$ cat config.mk
export PLATFORM = sky130hd
export DESIGN_NAME = led_pwm_driver
export DESIGN_NICKNAME = d
export VERILOG_FILES = /design/src/rtl/led_pwm_driver.sv
export SDC_FILE = /design/constraint.sdc
export NUM_CORES = 1
export LEC_CHECK = 0
export ABC_AREA = 1
export CORE_AREA = 2 2 120 93
export CTS_CLUSTER_SIZE = 8
export DETAILED_ROUTE_END_ITERATION = 12
export DIE_AREA = 0 0 122 95
export SLEW_MARGIN = 30
export SYNTH_ARGS = -nofsm -noshare
export SYNTH_HDL_FRONTEND = slang
export SYNTH_SLANG_ARGS = --single-unit
$ cat constraint.sdc
create_clock -name clk -period 3.3 [get_ports clk]
set_input_delay 0.99 -clock clk [delete_from_list [all_inputs] [get_ports clk]]
set_output_delay 0.99 -clock clk [all_outputs]
set_load 0.02 [all_outputs]
$ cat src/rtl/led_pwm_driver.sv
// Three-channel LED PWM driver: follows the sequencer's one-hot colour code and
// cross-fades channel duties toward their targets once per PWM period.
module led_pwm_driver #(
  parameter int unsigned CNT_W = 8,
  parameter int unsigned STEP  = 16
) (
  input  logic             clk,
  input  logic             rst,
  input  logic [2:0]       light,
  input  logic [CNT_W-1:0] brightness,
  output logic [2:0]       led_out,
  output logic             busy
);

  localparam logic [CNT_W:0] STEP_X = (CNT_W+1)'(STEP);

  logic [2:0]       light_q;
  logic [CNT_W-1:0] bright_q;
  logic [CNT_W-1:0] cnt;
  logic [CNT_W-1:0] duty     [3];
  logic [CNT_W-1:0] target   [3];
  logic [CNT_W-1:0] duty_nxt [3];
  logic [CNT_W:0]   sum_up   [3];
  logic [CNT_W:0]   diff     [3];
  logic [2:0]       busy_vec;
  logic             period_end;

  assign period_end = (cnt == '1);

  // Non-one-hot codes other than all-off fall back to red.
  always_comb begin
    for (int unsigned i = 0; i < 3; i++) target[i] = '0;
    case (light_q)
      3'b000:  ;
      3'b010:  target[1] = bright_q;
      3'b100:  target[2] = bright_q;
      default: target[0] = bright_q;
    endcase
  end

  // One extra bit on the up-sum and the distance keeps the clamp free of wrap-around.
  always_comb begin
    for (int unsigned i = 0; i < 3; i++) begin
      duty_nxt[i] = duty[i];
      sum_up[i]   = {1'b0, duty[i]} + STEP_X;
      diff[i]     = {1'b0, duty[i]} - {1'b0, target[i]};
      busy_vec[i] = (duty[i] != target[i]);
      if (duty[i] < target[i]) begin
        duty_nxt[i] = (sum_up[i] >= {1'b0, target[i]}) ? target[i] : sum_up[i][CNT_W-1:0];
      end else if (duty[i] > target[i]) begin
        duty_nxt[i] = (diff[i] <= STEP_X) ? target[i] : duty[i] - STEP_X[CNT_W-1:0];
      end
    end
  end

  assign busy = |busy_vec;

  always_ff @(posedge clk) begin
    if (rst) begin
      light_q  <= '0;
      bright_q <= '0;
      cnt      <= '0;
      led_out  <= '0;
      for (int unsigned i = 0; i < 3; i++) duty[i] <= '0;
    end else begin
      light_q  <= light;
      bright_q <= brightness;
      cnt      <= cnt + CNT_W'(1);
      for (int unsigned i = 0; i < 3; i++) begin
        led_out[i] <= (cnt < duty[i]);
        if (period_end) duty[i] <= duty_nxt[i];
      end
    end
  end

endmodule

==> results of run 1 <==
==> registers in the layout, summed over array words and instances (netlist names) <==
register / cells
duty: 24
bright_q: 8
cnt: 8
led_out: 3
light_q: 3
==> report_power, final <==
group          leakage, nW  total (mW)  internal (mW)  switching (mW)
clock               0.0767       0.543          0.290           0.252
combinational         2.49       0.608          0.258           0.351
sequential           0.414       0.662          0.628          0.0335
==> cells in the final DEF, fill, tap and decap left out, types with 2 or more instances in the layout <==
cell type / instances
nand3_2: 4
o21a_1: 2
buf_6: 3
o211ai_1: 4
o21ai_1: 9
xor2_1: 9
o21ai_2: 3
edfxtp_1: 24
a21o_1: 2
nor2_2: 10
nor3_2: 8
nand4_1: 19
o21ai_0: 10
inv_2: 10
nand2_4: 9
nand2_1: 143
clkinv_1: 2
dfxtp_2: 3
a21oi_2: 7
nand2_2: 14
buf_4: 86
nand3b_1: 6
ha_4: 9
clkdlybuf4s50_1: 15
nor2_1: 49
inv_1: 105
nand3_1: 65
nor4_1: 2
xnor2_1: 4
a21oi_1: 39
clkbuf_16: 5
ha_1: 55
nor2_4: 4
dfxtp_1: 19
nor3_1: 6
or2_1: 2
==> through the flow <==
step | hold WS [ns] | util | area [µm²]
6_report | 0.556 | 0.566 | 5960
3_3_place_gp | 0.531 | 0.528 | 5560
4_1_cts | 0.551 | 0.551 | 5810
3_5_place_dp | 0.532 | 0.528 | 5560
5_1_grt | 0.564 | 0.566 | 5960
2_1_floorplan | 0.447 | - | 4620
==> area by class of cell <==
type,instances,area (µm²),area share
repair buffers,104,830,0.139
inverters,118,444,0.0746
clock inverters,3,26.3,0.00441
flip-flops and latches,46,1160,0.196
well taps,140,175,0.0294
multi-input cells,498,3190,0.536
clock buffers,5,125,0.0210
==> layer usage <==
| layer | up-vias | GRT usage |
|---|---|---|
| met3 | 9 | 0.0356 |
| met2 | 88 | 0.398 |
| met4 | 0 | 0.0364 |
| met5 | - | 0 |
| li1 | 2411 | - |
| met1 | 2140 | 0.329 |
==> timing repair <==
action	4_1_cts	5_1_grt
setup endpoints to repair	1	1
buffers inserted	4	2
pin swaps	6	6
hold endpoints to repair	0	0
gates resized for setup	21	23
==> kinds of logic (layout without fill, tap and decap cells) <==
group                    after synthesis  count (layout)  synth area share
flip-flops                            46              46             0.251
buffers and inverters                121             230            0.0989
adder cells (fa/ha/maj)               64              64             0.173
AND/OR/NAND/NOR                      344             344             0.355
XOR/XNOR                              13              13            0.0247
AO/OA/AOI/OAI                         77              77            0.0962
==> final timing paths <==
check / startpoint / to / slack, ns
max: light_q[1] / busy / -0.09
min: cnt[0] / cnt[0] / 0.56
max reg2reg: light_q[1] / duty[0][8] / 0.41
min reg2reg: cnt[0] / cnt[0] / 0.56
==> results.py, run 1 <==
metrics = {
    "worst_setup_path": {
        "critical-path-top-delay-family": "simple AND/OR/NAND/NOR gates",
        "cp_slowest_cell": "or3_4",
        "cp_max_fo": 7,
        "cp-start-kind": "flop",
        "path_class": "reg -> out",
        "critPathRequiredTime_ns": 2.31,
        "cp_num_cells": 10,
        "path_buf_inv": 3,
        "slowest_delay_ns": 0.45,
        "cp_cell_sequence": "inv_2 -> nor3_2 -> buf_6 -> nand2_4 -> ha_4 -> nand2_4 -> nor2_4 -> nand4_1 -> or3_4 -> buf_6",
        "r2r_cells": 16,
        "worstSetupEndpointType": "output port",
        "arrival_ns": 2.40,
    },
    "power_and_ir_drop": {
        "p_per_area_nw_per_um2": 304,
        "p_leak_nw": 2.98,
        "total_power_mw": 1.81,
        "peakVddDrop_v": 0.000204,
    },
    "cts": {
        "cts_buffers": 5,
        "cts.sinks": 46,
        "cts_hold_buf": 0,
        "cts_tree": "built",
        "clock_latency_ns": 0.30,
        "clockBufferDepth": 2,
        "clk_pin_slew_ns": 0.07,
        "htree_levels": 2,
        "clockRootBuffer": "clkbuf_16",
    },
    "logic_synthesis": {
        "ys_ff_latch": 46,
        "ys_seq_area_frac": 0.251,
        "synth-main-ff-cell": "edfxtp_1",
        "yosysWarningCount": 0,
        "syn_nets": 742,
        "syn_inst": 665,
        "synth_area_leader_cell": "ha_1",
        "async_reset_ff_frac": 0,
        "synth_commonest_cells": "153 x nand2_1, 107 x inv_1, 65 x nand3_1",
        "avgSynthCellArea_um2": 6.94,
        "synth_area_leaders": "ha_1 17%, edfxtp_1 16%, nand2_1 12%",
        "ys_types": 38,
        "syn_area_um2": 4620,
        "synth_top_cell_area_share": 0.173,
        "synth.most_common_cell": "nand2_1",
        "synth-edff-count": 24,
    },
    "finish": {
        "nets": 850,
        "finalNonFillerCells": 914,
        "fill_cells": 1027,
        "drive_above_1_share": 0.235,
        "antenna_cells": 0,
        "syn_to_final_growth_pct": 29.0,
    },
    "worst_hold_path": {
        "hold_depth": 1,
        "hold_class": "reg -> reg",
    },
    "routing": {
        "antenna_left": 0,
        "wirelength_mm": 12.9,
        "wl_per_cell_um": 14.2,
        "num_vias": 4648,
        "wl_met2_mm": 5.90,
        "viasPerCell": 5.09,
        "wl_met1_mm": 6.46,
        "top_layer": "met4",
        "drt_pass1_iterations": 5,
        "drt-initial-drc-count": 232,
        "drc": 0,
        "wl_met3_um": 517,
    },
    "timing": {
        "rsz0062_at_grt": "true",
        "worst_slack_ns": -0.0911,
        "fmax_mhz": 295,
        "setup_violations": 1,
        "fin_crit_ns": 3.39,
        "hold_viol_final": 0,
        "fin_crit_sh": 1.03,
        "fin_skew_ns": 0.00771,
        "relSlewSlack": 0.730,
        "tns_ns": -0.0911,
        "tightest_slew_ns": 0.405,
        "final-max-slew-violation-count": 0,
    },
    "global_route": {
        "grt_start_max_net_pins": 19,
        "grtUsageTotal": 0.237,
        "grt_pass1_vias": 4557,
        "grt_pass1_wl_mm": 21.6,
        "antenna_found_initial": 0,
        "grt.overflow.total": 0,
    },
    "placement": {
        "place.gp.congestion": 0.883,
        "post-place-cells": 901,
        "hpwlAfterDp_mm": 10.5,
        "port_buffers": 16,
        "place_ws_ns": -0.223,
    },
    "status": {
        "outcome": "finished with violations",
        "violations": "negative setup slack",
    },
    "die": {
        "die-area_um2": 11600,
        "io_pins": 17,
        "die_x_um": 122,
        "die_h_um": 95,
        "core_area_um2": 10500,
        "row_count": 33,
        "start_util": 0.439,
    },
    "flow_run": {
        "drv_cap": 0,
    },
}
(Power assumes the default switching activity.)
==> inputs of run 2 (changes only) <==
--- a/config.mk
+++ b/config.mk
@@ -6,10 +6,10 @@
 export NUM_CORES = 1
 export LEC_CHECK = 0
 export ABC_AREA = 1
-export CORE_AREA = 2 2 120 93
+export CORE_AREA = 2 2 179 111
 export CTS_CLUSTER_SIZE = 8
 export DETAILED_ROUTE_END_ITERATION = 12
-export DIE_AREA = 0 0 122 95
+export DIE_AREA = 0 0 181 113
 export SLEW_MARGIN = 30
 export SYNTH_ARGS = -nofsm -noshare
 export SYNTH_HDL_FRONTEND = slang
==> run 2 against run 1 <==
Against the previous run: the flow still finishes with violations (negative setup slack); largest cell class unchanged; count of clock-buffer cells in the layout unchanged; die area up 76%; final cell count grew 11%; flip-flop and latch count unchanged; core utilization down 25 points; worst hold slack lost 0.025 ns; via count is 1.6% lower; largest power group unchanged; fmax is 2.6% higher; combinational power decreased by 2%.
==> results.py, run 2 (synthesis gave the netlist of run 1 again) <==
metrics = {
    "status": {
        "outcome": "finished with violations",
        "violations": "negative setup slack",
    },
    "worst_setup_path": {
        "r2r_cells": 16,
        "path_class": "reg -> out",
        "cp-start-kind": "flop",
        "cp_max_fo": 7,
        "rr_startpoint": "light_q[1]",
        "worstSetupEndpointType": "output port",
        "arrival_ns": 2.32,
        "r2r_slack_ns": 0.30,
        "critPathRequiredTime_ns": 2.31,
        "endpoint": "busy",
        "r2r_end": "duty[0][8]",
        "cp-startpoint": "light_q[1]",
    },
    "finish": {
        "drive_above_1_share": 0.208,
        "nets": 845,
        "syn_to_final_growth_pct": 27.9,
        "fill_cells": 2071,
        "top_regs": "duty (24), bright_q (8), cnt (8)",
        "final_util": 0.315,
        "antenna_cells": 0,
        "final_cell_mix": "148 x nand2_1, 107 x inv_1, 81 x buf_4",
        "regMostFlops": "duty",
        "mostFrequentLayoutCell": "nand2_1",
        "largest_reg_flops": 24,
        "finalNonFillerCells": 1015,
    },
    "timing": {
        "fmax_mhz": 303,
        "tns_ns": -0.00547,
        "tightest_slew_ns": 0.344,
        "final-max-slew-violation-count": 0,
        "hold_viol_final": 0,
        "fin_skew_ns": 0.00868,
        "setup_violations": 1,
        "worst_slack_ns": -0.00547,
        "rsz0062_at_grt": "true",
        "relSlewSlack": 0.769,
        "fin_crit_ns": 3.31,
        "fin_crit_sh": 1.00,
        "holdWs_ns": 0.532,
    },
    "cts": {
        "htree_levels": 2,
        "clock_latency_ns": 0.29,
        "clockRootBuffer": "clkbuf_16",
        "clk_pin_slew_ns": 0.07,
        "cts_tree": "built",
        "clockBufferDepth": 2,
        "cts.sinks": 46,
        "cts_buffers": 5,
    },
    "routing": {
        "antenna_left": 0,
        "drt_pass1_iterations": 6,
        "drc": 0,
        "wl_per_cell_um": 13.0,
        "num_vias": 4575,
        "wirelength_mm": 13.2,
        "drt-initial-drc-count": 316,
        "viasPerCell": 4.51,
    },
    "power_and_ir_drop": {
        "peakVddDrop_v": 0.000199,
        "p_per_area_nw_per_um2": 299,
        "p_leak_nw": 2.90,
        "total_power_mw": 1.77,
    },
    "global_route": {
        "grtUsageTotal": 0.132,
        "grt_pass1_wl_mm": 21.6,
        "grt_start_max_net_pins": 19,
        "grt.overflow.total": 0,
        "grt_pass1_vias": 4231,
        "antenna_found_initial": 0,
    },
    "die": {
        "die-area_um2": 20500,
        "row_count": 39,
        "core_area_um2": 18700,
        "die_h_um": 113,
        "start_util": 0.246,
        "io_pins": 17,
        "die_x_um": 181,
    },
    "worst_hold_path": {
        "hold_class": "reg -> reg",
    },
    "placement": {
        "place.gp.congestion": 0.908,
        "post-place-cells": 1004,
        "port_buffers": 16,
        "hpwlAfterDp_mm": 11.4,
    },
    "flow_run": {
        "drv_cap": 0,
    },
}
==> run 2: cell types whose count changed in the layout (fill, tap and decap cells not counted), sizes merged <==
cell	previous run	this run
buf	89	84
inv	118	117
clkinv	3	4
==> run 2: cell type report <==
type                            count  area [µm²]  share of cell area
Tap cell                          246         308              0.0521
Clock buffer                        5         125              0.0212
Multi-Input combinational cell    498        3040               0.515
Timing Repair Buffer               99         801               0.136
Sequential cell                    46        1160               0.197
Inverter                          118         444              0.0752
Clock inverter                      3        23.8             0.00403
==> run 2: timing repair <==
item,4_1_cts,5_1_grt
gates resized for setup,19,2
setup buffers,2,1
pin swaps,5,2
setup endpoints to repair,1,1
hold buffers,0,0
==> run 2: worst min-delay path by stage <==
stage | startpoint | endpoint | slack [ns] | cells after the start
3_3_place_gp | cnt[0] | cnt[0] | 0.50 | 1
2_1_floorplan | cnt[0] | cnt[0] | 0.45 | 1
4_1_cts | cnt[0] | cnt[0] | 0.53 | 1
3_5_place_dp | cnt[0] | cnt[0] | 0.51 | 1
6_report | cnt[0] | cnt[0] | 0.53 | 1
5_1_grt | cnt[0] | cnt[0] | 0.61 | 1
==> run 2: stage by stage <==
step | setup WS [ns] | instance area [µm²]
2_1_floorplan | 0.318 | 4620
3_3_place_gp | -0.185 | 5690
3_5_place_dp | -0.214 | 5690
4_1_cts | 0.00950 | 5890
5_1_grt | -0.111 | 5910
6_report | -0.00547 | 5910
==> run 2: report_power, final <==
group	internal, mW	switching (mW)	leakage, nW
logic	0.243	0.351	2.42
clock network	0.285	0.229	0.0747
registers	0.628	0.0280	0.414
total	1.16	0.609	2.90
==> run 2: critical path, cell delays in order (launching register included) <==
cell	delay [ns]
dfxtp_2	0.35
inv_1	0.06
nor3_2	0.12
buf_4	0.19
nand2_2	0.06
ha_1	0.31
nand2_2	0.08
nor2_4	0.12
nand4_1	0.20
or3_4	0.40
buf_6	0.14
==> run 2: routing by layer <==
layer	wire, µm	GRT usage
met5	0	0
met4	21	0.00488
met3	858	0.0229
met2	4430	0.170
met1	7850	0.227
